$ cat config.mk
export PLATFORM = sky130hd
export DESIGN_NAME = layer_scroll_ctrl_flat
export DESIGN_NICKNAME = d
export VERILOG_FILES = /design/src/rtl/layer_scroll_ctrl_pkg.sv /design/src/rtl/layer_scroll_ctrl_if.sv /design/src/rtl/layer_scroll_ctrl_tick_gen.sv /design/src/rtl/layer_scroll_ctrl.sv /design/src/flat_wrapper.sv
export SDC_FILE = /design/constraint.sdc
export NUM_CORES = 1
export LEC_CHECK = 0
export BUFFER_PORTS_ARGS = -buffer_cell sky130_fd_sc_hd__clkbuf_2
export CORE_MARGIN = 5
export CORE_UTILIZATION = 35
export CTS_BUF_LIST = sky130_fd_sc_hd__clkbuf_2
export DETAILED_ROUTE_END_ITERATION = 10
export PLACE_DENSITY = 0.66
export SYNTH_ARGS = -nofsm -noshare
export SYNTH_HDL_FRONTEND = slang
export SYNTH_HIERARCHICAL = 1
export SYNTH_SLANG_ARGS = --single-unit
$ cat constraint.sdc
create_clock -name clk -period 4.7 [get_ports clk]
set_clock_uncertainty 0.2 [all_clocks]
set_input_delay 0.47 -clock clk [delete_from_list [all_inputs] [get_ports clk]]
set_output_delay 0.47 -clock clk [all_outputs]
set_load 0.005 [all_outputs]
$ cat src/rtl/layer_scroll_ctrl_pkg.sv
// Shared constants, state encoding and helpers for the play-field scroll sequencer.
// Every layer and the row generator use the same row width.
package layer_scroll_ctrl_pkg;

  localparam int SCROLL_STEPS_DEF = 150;
  localparam int NUM_LAYERS       = 5;
  localparam int LAYER_W          = 7;
  localparam int STEP_W           = 8;

  typedef enum logic [1:0] {
    S_IDLE   = 2'd0,
    S_START  = 2'd1,
    S_SCROLL = 2'd2,
    S_FINISH = 2'd3
  } state_t;

  typedef logic [0:LAYER_W-1] row_t;

  // A fully solid row until the generator delivers the first real one.
  localparam row_t ROW_RESET_MAP  = '1;
  localparam row_t ROW_RESET_TYPE = '0;

  function automatic logic [STEP_W-1:0] sat_inc(input logic [STEP_W-1:0] v,
                                                input logic [STEP_W-1:0] max);
    return (v >= max) ? max : v + 1'b1;
  endfunction

endpackage

$ cat src/rtl/layer_scroll_ctrl_if.sv
// Signal bundle between the scroll sequencer, game logic, row generator and layers.
// master = the sequencer, slave = everything around it.
interface layer_scroll_ctrl_if;
  import layer_scroll_ctrl_pkg::*;

  logic              module_en;
  logic              scroll_req;
  logic              abort;
  logic              gen_valid;
  row_t              gen_map;
  row_t              gen_type;
  logic              one_ms_tick;
  logic              layer_start;
  logic              layer_load;
  row_t              top_map;
  row_t              top_type;
  logic              gen_req;
  logic              busy;
  logic              scroll_done;
  logic [STEP_W-1:0] step_cnt;

  modport master (
    input  module_en, scroll_req, abort, gen_valid, gen_map, gen_type,
    output one_ms_tick, layer_start, layer_load, top_map, top_type,
           gen_req, busy, scroll_done, step_cnt
  );

  modport slave (
    output module_en, scroll_req, abort, gen_valid, gen_map, gen_type,
    input  one_ms_tick, layer_start, layer_load, top_map, top_type,
           gen_req, busy, scroll_done, step_cnt
  );

endinterface

$ cat src/rtl/layer_scroll_ctrl_tick_gen.sv
// Free-running prescaler producing a registered one-cycle tick every DIV clocks.
// The tick is high in the cycle the count has just wrapped to zero.
module layer_scroll_ctrl_tick_gen #(
  parameter int DIV = 40_000
) (
  input  logic clk,
  input  logic rst,
  output logic tick
);

  localparam int CW = (DIV > 1) ? $clog2(DIV) : 1;
  localparam logic [CW-1:0] LAST = CW'(DIV - 1);

  logic [CW-1:0] cnt_reg;
  logic          tick_reg;

  always_ff @(posedge clk) begin
    if (rst) begin
      cnt_reg  <= '0;
      tick_reg <= 1'b0;
    end else begin
      tick_reg <= (cnt_reg == LAST);
      if (cnt_reg == LAST) begin
        cnt_reg <= '0;
      end else begin
        cnt_reg <= cnt_reg + 1'b1;
      end
    end
  end

  assign tick = tick_reg;

endmodule

$ cat src/rtl/layer_scroll_ctrl.sv
// Central scroll sequencer: shared 1 ms tick, start/load strobes to the layer stack,
// scroll step counter and the top-row register refilled from the row generator.
module layer_scroll_ctrl
  import layer_scroll_ctrl_pkg::*;
#(
  parameter int CLK_HZ       = 40_000_000,
  parameter int SCROLL_STEPS = SCROLL_STEPS_DEF   // must be 1..256 to fit step_cnt
) (
  input logic                 clk,
  input logic                 rst,
  layer_scroll_ctrl_if.master bus
);

  localparam logic [STEP_W-1:0] LAST_STEP = STEP_W'(SCROLL_STEPS - 1);

  logic tick;

  layer_scroll_ctrl_tick_gen #(
    .DIV (CLK_HZ / 1000)
  ) u_tick_gen (
    .clk  (clk),
    .rst  (rst),
    .tick (tick)
  );

  state_t            state_reg, state_next;
  logic [STEP_W-1:0] step_reg, step_next;
  logic              load_reg, load_next;
  logic              pending_reg, pending_next;
  logic              row_ready_reg, row_ready_next;
  row_t              map_reg, map_next;
  row_t              type_reg, type_next;
  logic              start_pulse, busy_flag, finish_pulse;

  always_ff @(posedge clk) begin
    if (rst) begin
      state_reg <= S_IDLE;
    end else begin
      state_reg <= state_next;
    end
  end

  always_comb begin
    state_next = state_reg;
    case (state_reg)
      S_IDLE: begin
        if ((bus.scroll_req || pending_reg) && bus.module_en && row_ready_reg) begin
          state_next = S_START;
        end
      end
      S_START:  state_next = S_SCROLL;
      // The layers end on the cycle after the terminating tick, so FINISH follows it.
      S_SCROLL: begin
        if (tick && (step_reg == LAST_STEP || load_reg)) begin
          state_next = S_FINISH;
        end
      end
      S_FINISH: state_next = S_IDLE;
      default:  state_next = S_IDLE;
    endcase
  end

  always_comb begin
    start_pulse  = 1'b0;
    busy_flag    = 1'b0;
    finish_pulse = 1'b0;
    case (state_reg)
      S_START: begin
        start_pulse = 1'b1;
        busy_flag   = 1'b1;
      end
      S_SCROLL: busy_flag = 1'b1;
      S_FINISH: begin
        busy_flag    = 1'b1;
        finish_pulse = 1'b1;
      end
      default: ;
    endcase
  end

  always_comb begin
    step_next      = step_reg;
    load_next      = load_reg;
    pending_next   = pending_reg;
    row_ready_next = row_ready_reg;
    map_next       = map_reg;
    type_next      = type_reg;

    case (state_reg)
      S_START: begin
        step_next = '0;
        load_next = 1'b0;
      end
      S_SCROLL: begin
        if (tick) begin
          step_next = sat_inc(step_reg, LAST_STEP);
        end
        // An abort landing on the final tick just finishes; no load request is raised.
        if (state_next == S_FINISH) begin
          load_next = 1'b0;
        end else if (bus.abort) begin
          load_next = 1'b1;
        end
      end
      default: ;
    endcase

    if (!bus.module_en) begin
      pending_next = 1'b0;
    end else if (state_reg == S_IDLE && state_next == S_START) begin
      pending_next = 1'b0;
    end else if (bus.scroll_req) begin
      pending_next = 1'b1;
    end

    // A row offered alongside gen_req is taken, so the slot never appears empty.
    if (bus.gen_valid && (!row_ready_reg || state_reg == S_FINISH)) begin
      map_next       = bus.gen_map;
      type_next      = bus.gen_type;
      row_ready_next = 1'b1;
    end else if (state_reg == S_FINISH) begin
      row_ready_next = 1'b0;
    end
  end

  always_ff @(posedge clk) begin
    if (rst) begin
      step_reg      <= '0;
      load_reg      <= 1'b0;
      pending_reg   <= 1'b0;
      row_ready_reg <= 1'b1;
      map_reg       <= ROW_RESET_MAP;
      type_reg      <= ROW_RESET_TYPE;
    end else begin
      step_reg      <= step_next;
      load_reg      <= load_next;
      pending_reg   <= pending_next;
      row_ready_reg <= row_ready_next;
      map_reg       <= map_next;
      type_reg      <= type_next;
    end
  end

  assign bus.one_ms_tick = tick;
  assign bus.layer_start = start_pulse;
  assign bus.layer_load  = load_reg;
  assign bus.top_map     = map_reg;
  assign bus.top_type    = type_reg;
  assign bus.gen_req     = finish_pulse;
  assign bus.busy        = busy_flag;
  assign bus.scroll_done = finish_pulse;
  assign bus.step_cnt    = step_reg;

endmodule

$ cat src/flat_wrapper.sv
// flat-port wrapper written by rule: the top's interface ports become plain ports
module layer_scroll_ctrl_flat import layer_scroll_ctrl_pkg::*;
#(
  parameter int CLK_HZ       = 40_000_000,
  parameter int SCROLL_STEPS = SCROLL_STEPS_DEF                                    
)
  (clk, rst, bus_module_en, bus_scroll_req, bus_abort, bus_gen_valid, bus_gen_map, bus_gen_type, bus_one_ms_tick, bus_layer_start, bus_layer_load, bus_top_map, bus_top_type, bus_gen_req, bus_busy, bus_scroll_done, bus_step_cnt);
  layer_scroll_ctrl_if bus_i ();
  input logic clk;
  input logic rst;
  input wire logic [$bits(bus_i.module_en)-1:0] bus_module_en;
  input wire logic [$bits(bus_i.scroll_req)-1:0] bus_scroll_req;
  input wire logic [$bits(bus_i.abort)-1:0] bus_abort;
  input wire logic [$bits(bus_i.gen_valid)-1:0] bus_gen_valid;
  input wire logic [$bits(bus_i.gen_map)-1:0] bus_gen_map;
  input wire logic [$bits(bus_i.gen_type)-1:0] bus_gen_type;
  output wire logic [$bits(bus_i.one_ms_tick)-1:0] bus_one_ms_tick;
  output wire logic [$bits(bus_i.layer_start)-1:0] bus_layer_start;
  output wire logic [$bits(bus_i.layer_load)-1:0] bus_layer_load;
  output wire logic [$bits(bus_i.top_map)-1:0] bus_top_map;
  output wire logic [$bits(bus_i.top_type)-1:0] bus_top_type;
  output wire logic [$bits(bus_i.gen_req)-1:0] bus_gen_req;
  output wire logic [$bits(bus_i.busy)-1:0] bus_busy;
  output wire logic [$bits(bus_i.scroll_done)-1:0] bus_scroll_done;
  output wire logic [$bits(bus_i.step_cnt)-1:0] bus_step_cnt;
  assign bus_i.module_en = bus_module_en;
  assign bus_i.scroll_req = bus_scroll_req;
  assign bus_i.abort = bus_abort;
  assign bus_i.gen_valid = bus_gen_valid;
  assign bus_i.gen_map = bus_gen_map;
  assign bus_i.gen_type = bus_gen_type;
  assign bus_one_ms_tick = bus_i.one_ms_tick;
  assign bus_layer_start = bus_i.layer_start;
  assign bus_layer_load = bus_i.layer_load;
  assign bus_top_map = bus_i.top_map;
  assign bus_top_type = bus_i.top_type;
  assign bus_gen_req = bus_i.gen_req;
  assign bus_busy = bus_i.busy;
  assign bus_scroll_done = bus_i.scroll_done;
  assign bus_step_cnt = bus_i.step_cnt;
  layer_scroll_ctrl #(.CLK_HZ(CLK_HZ), .SCROLL_STEPS(SCROLL_STEPS)) u_core (.clk(clk), .rst(rst), .bus(bus_i));
endmodule
==> results.toml, run 1 <==
[placed_design]
dp_cells = 346
place_congestion = 0.821
post-place-ws_ns = 2.82
numPortBuffers = 47
dp_hpwl_um = 3160

[clocking]
cts_hold_buffers = 0
cts_num_sinks = 44
clk_latency_ns = 0.39
clk_pin_slew_ns = 0.22
root_buffer = "clkbuf_2"
htreeDepth = 2
cts_buffer_depth = 2
cts_tree = "built"
cts_setup_buffers = 0
cts-resized-gates = 0
cts_buffers = 5

[route]
drt_iter0_markers = 81
wl_um = 4290
drcViolationCount = 0
firstDrtPassIters = 4
vias = 1728
avgRoutedWirePerCell_um = 12.1
routed_via_density = 4.88
ant_nets = 0

[floorplan]
core_area_mm2 = 0.00554
dieArea_mm2 = 0.00736
die_w_um = 85.8
start_util = 0.363
num_io_pins = 48
dieHeight_um = 85.8
row_count = 27

[setup_path]
end_kind = "output port"
slowest_delay_ns = 0.44
slowest_stage = "dfxtp_1"
cp.buffers_inverters = 3
cpLargestDelayFamily = "flip-flops"
crit_arrival_ns = 1.29
critPathMostFrequentCell = "inv_1"
crit_required_ns = 4.03
critPathKind = "reg -> out"
startpoint_type = "flip-flop"
critPathMaxFanout = 5
r2r_setup_slack_ns = 2.78
path_cells = "inv_1 > ha_1 > inv_1 > clkbuf_2"

[timing]
setup_viol_count_final = 0
hold_viol = 0
max-slew-margin-rel = 0.603
fin_crit_sh = 0.418
hold_slack_ns = 0.0610
fin_ws_ns = 2.74
rsz0062_at_grt = "no"
clock.fmax_mhz = 509
tns_ns = 0
worst_pin_slew_ns = 0.596
drv_slew = 0
min_period_ns = 1.96

[logic_synthesis]
ys_seq_elements = 44
syn_area_per_cell_um2 = 8.59
postSynthCellCount = 234
synth_edf_count = 0
synth_nets = 263
synth_top_family_by_area = "simple AND/OR/NAND/NOR gates"
synth_compound_area_frac = 0.111
synthAdderAreaFrac = 0.0560
yosys.cell_types.count = 40
yosys.area_share.simple = 0.304
syn_area_mm2 = 0.00201
synthMuxAreaShare = 0
ys_warn_count = 6
ys_async_sr_fraction = 0
synth_ff_type = "dfxtp_1"
ys_seq_area_frac = 0.438
synth_xor_area_frac = 0.0567

[cells_and_area]
finalNonFillerCells = 354
drive_gt1_frac = 0.230
n_antenna_cell = 0
seqCellArea_um2 = 881
multi_input_area_mm2 = 0.00106
fill_cells = 578
layout.nets = 310
mostFrequentLayoutCell = "clkbuf_2"
final_core_util = 0.423
syn2layout_area_growth_pct = 16.5
final_cell_mix = "52 x clkbuf_2, 44 x nand2_1, 44 x dfxtp_1, 26 x nor2_1, 13 x a21oi_1"
largest_reg_flops = 16

[power]
ir_drop_mv = 0.102
power_density_mw_per_mm2 = 257
p_leak_uw = 0.000962

[grt]
grt_pass1_wl_um = 7310
antenna_found_initial = 0
grtUsageMet1 = 0.148
first_global_vias = 1599
grt_util_met3 = 0.0432
gr-total-overflow = 0
met2_usage = 0.196
busiest_layer = "met2"
grt_max_degree = 30
grtUsageTotal = 0.119

[run_status]
status = "finished clean"

[job]
drv_cap = 0

[hold_path]
hold_path.class = "in -> reg"
==> worst paths after layout <==
kind                                                          start  cells after the start                                   to
worst min register to register  u_core/bus.top_type[4]$_SDFFE_PP0P_                      2  u_core/bus.top_type[4]$_SDFFE_PP0P_
worst min-delay path                                bus_gen_type[2]                      3  u_core/bus.top_type[2]$_SDFFE_PP0P_
worst max-delay path                 u_core/state_reg[0]$_SDFF_PP0_                      4                             bus_busy
worst max register to register       u_core/state_reg[0]$_SDFF_PP0_                      6   u_core/bus.layer_load$_SDFFE_PP0P_
==> synthesized netlist by cell type, types with 3 or more instances <==
library cell	count	area, um2
dfxtp_1	44	881
nand2_1	44	165
nor2_1	26	97.6
a21oi_1	13	65.1
ha_1	9	113
inv_1	8	30.0
nand3b_1	8	60.1
xnor2_1	8	70.1
nand3_1	7	35.0
and2_1	5	31.3
clkbuf_1	5	18.8
nor3_1	5	25.0
nor4_1	5	31.3
xor2_1	5	43.8
o21ai_0	4	20.0
a31oi_1	3	18.8
nand4_1	3	18.8
o21ai_1	3	15.0
==> metal layers <==
metal / wire length [um] / up-vias
met1: 1990 / 789
met5: 0 / -
li1: - / 892
met2: 1970 / 43
met4: 36 / 0
met3: 299 / 4
==> report_power, final <==
part           internal [uW]  switching [uW]  leakage, uW
Clock                   36.1             118    0.0000327
Combinational           25.6            32.9     0.000574
Sequential               382            6.09     0.000356
==> worst min-delay path, cell delays in order <==
cell and delay [ns]:
clkbuf_2 0.08, nand2_1 0.05, a21oi_1 0.05
==> logic make-up (layout without fill, tap and decap cells) <==
group,after synthesis,in the layout
and+or+nand+nor,119,119
xor gates and xnor gates,13,13
AOI/OAI and AO/OA,34,34
buffers and inverters,15,63
DFF,44,44
adders and majority gates,9,9
==> through the flow <==
step                      power [uW]  instance area, um2
after global routing             640                2340
after CTS                        615                2340
after floorplan                  431                2010
final                            601                2340
after detailed placement         454                2300
after global placement           453                2300
==> area by class of cell <==
cell class	instances	share of cell area
multi-input combinational	175	0.453
clock buffer	5	0.0107
tap	72	0.0385
timing repair buffer	47	0.100
clock inverter	3	0.00802
sequential	44	0.376
inverter	8	0.0128
No activity file was read; power rests on OpenSTA's default activity.
==> inputs of run 2 (changes only) <==
PLACE_DENSITY = 0.68   (was 0.66)
clock period = 1.6 ns   (was 4.7 ns; I/O delays follow)
==> run 2 against run 1 <==
The flow now finishes with violations (setup timing); flip-flop and latch count unchanged; sequential power rose to 2.9 times the previous value; routed wire length up 16%; count of clock-buffer cells in the layout unchanged; utilization up 11 points; via count up 12%.
==> results.toml, run 2 (synthesized netlist as in run 1, its figures left out) <==
[power]
ir_drop_mv = 0.251
power_density_mw_per_mm2 = 639
p_leak_uw = 0.00123

[route]
ant_nets = 0
routed_via_density = 4.79
vias = 1941
firstDrtPassIters = 5
routed-wl-met2_um = 2320
drcViolationCount = 0
routed.top_layer = "met4"
wl_um = 4980
met3WireLength_um = 282
avgRoutedWirePerCell_um = 12.3
drt_iter0_markers = 88
met1_length_um = 2280

[floorplan]
row_count = 27
start_util = 0.363
die_w_um = 85.8
num_io_pins = 48
core_area_mm2 = 0.00554
dieHeight_um = 85.8
dieArea_mm2 = 0.00736

[timing]
fin_ws_ns = -0.166
setup_viol_count_final = 12
min_period_ns = 1.77
fin_crit_sh = 1.10
hold_viol = 0
max-slew-margin-rel = 0.785
drv_slew = 0
worst_pin_slew_ns = 0.320
rsz0062_at_grt = "yes"
hold_slack_ns = 0.0901
clock.fmax_mhz = 566

[placed_design]
placed_area_mm2 = 0.00256
place_congestion = 0.796
numPortBuffers = 47
dp_hpwl_um = 3530
dp_cells = 376

[setup_path]
critPathMaxFanout = 3
crit_required_ns = 1.71
startpoint_type = "flip-flop"
r2r-end = "u_core/bus.step_cnt[0]$_SDFFE_PP0P_"
r2r_cells = 6
timing.rr.start = "u_core/bus.step_cnt[1]$_SDFFE_PP0P_"
crit_arrival_ns = 1.88
crit_start = "u_core/bus.step_cnt[1]$_SDFFE_PP0P_"
r2r_setup_slack_ns = -0.17
end_kind = "flip-flop"
critPathKind = "reg -> reg"

[hold_path]
hold_path.class = "in -> reg"
min_to = "u_core/state_reg[0]$_SDFF_PP0_"
hold_start = "bus_scroll_req"
holdPathStages = 4

[clocking]
cts_tree = "built"
root_buffer = "clkbuf_2"
clk_pin_slew_ns = 0.22
cts_num_sinks = 44
cts_buffers = 5
clk_latency_ns = 0.40
htreeDepth = 2
cts_buffer_depth = 2

[grt]
grt_pass1_wl_um = 8410
gr-total-overflow = 0
antenna_found_initial = 0
first_global_vias = 1913
grtUsageTotal = 0.138
grt_max_degree = 29

[run_status]
violations = "setup timing"
status = "complete, but fails checks"

[cells_and_area]
finalNonFillerCells = 405
largest_reg_flops = 16
final_area_mm2 = 0.00294
drive_gt1_frac = 0.396
n_antenna_cell = 0
final_cell_mix = "52 x clkbuf_2, 41 x nand2_1, 32 x dfxtp_1, 29 x buf_4, 25 x nor2_1"
syn2layout_area_growth_pct = 46.1
layout.nets = 361
mostFrequentLayoutCell = "clkbuf_2"

[job]
drv_cap = 0
==> run 2: timing repair <==
action | in CTS | in global routing
setup endpoints to repair | 27 | 33
pin swaps | 5 | 3
hold endpoints to repair | 34 | 0
resized for setup | 10 | 27
setup buffers | 1 | 1
hold buffers | 19 | 0
==> run 2: layout make-up <==
class,count,area [um2]
fill,526,2600
multi-input combinational,175,1170
inverter,8,32.5
tap,72,90.1
timing repair buffer,98,694
sequential,44,901
clock inverter,3,18.8
clock buffer,5,25.0
==> run 2: metrics by stage <==
stage	utilization	total power [uW]	setup WS, ns	setup TNS, ns
global route	0.530	1980	-0.214	-2.13
global placement	0.463	1370	-0.0812	-0.512
floorplan	-	1270	-0.0796	-0.206
CTS	0.511	1870	-0.138	-0.982
finish	0.530	1880	-0.166	-1.21
detailed placement	0.463	1370	-0.116	-1.31
==> run 2: worst max path at each step <==
stage          cells after the start                                  end  slack, ns
2_1_floorplan                      6  u_core/bus.step_cnt[0]$_SDFFE_PP0P_      -0.08
3_5_place_dp                       6  u_core/bus.step_cnt[0]$_SDFFE_PP0P_      -0.12
4_1_cts                            7   u_core/bus.layer_load$_SDFFE_PP0P_      -0.14
3_3_place_gp                       6  u_core/bus.step_cnt[0]$_SDFFE_PP0P_      -0.08
6_report                           6  u_core/bus.step_cnt[0]$_SDFFE_PP0P_      -0.17
5_1_grt                            6  u_core/bus.step_cnt[0]$_SDFFE_PP0P_      -0.21
==> run 2: critical path, stage by stage (launching register included) <==
cell     delay, ns
dfxtp_2       0.38
inv_2         0.05
ha_2          0.16
and4b_2       0.25
o41a_1        0.43
o21ai_1       0.14
a21oi_1       0.07
==> run 2: power breakdown <==
group	switching [uW]	total, uW	internal (uW)
Combinational	127	280	153
Clock	355	456	101
Sequential	19.3	1140	1120
==> run 2: per-layer routing <==
metal / global-route usage / vias up
li1: - / 994
met1: 0.172 / 885
met2: 0.230 / 50
met3: 0.0327 / 12
met4: 0.0547 / 0
met5: 0 / -
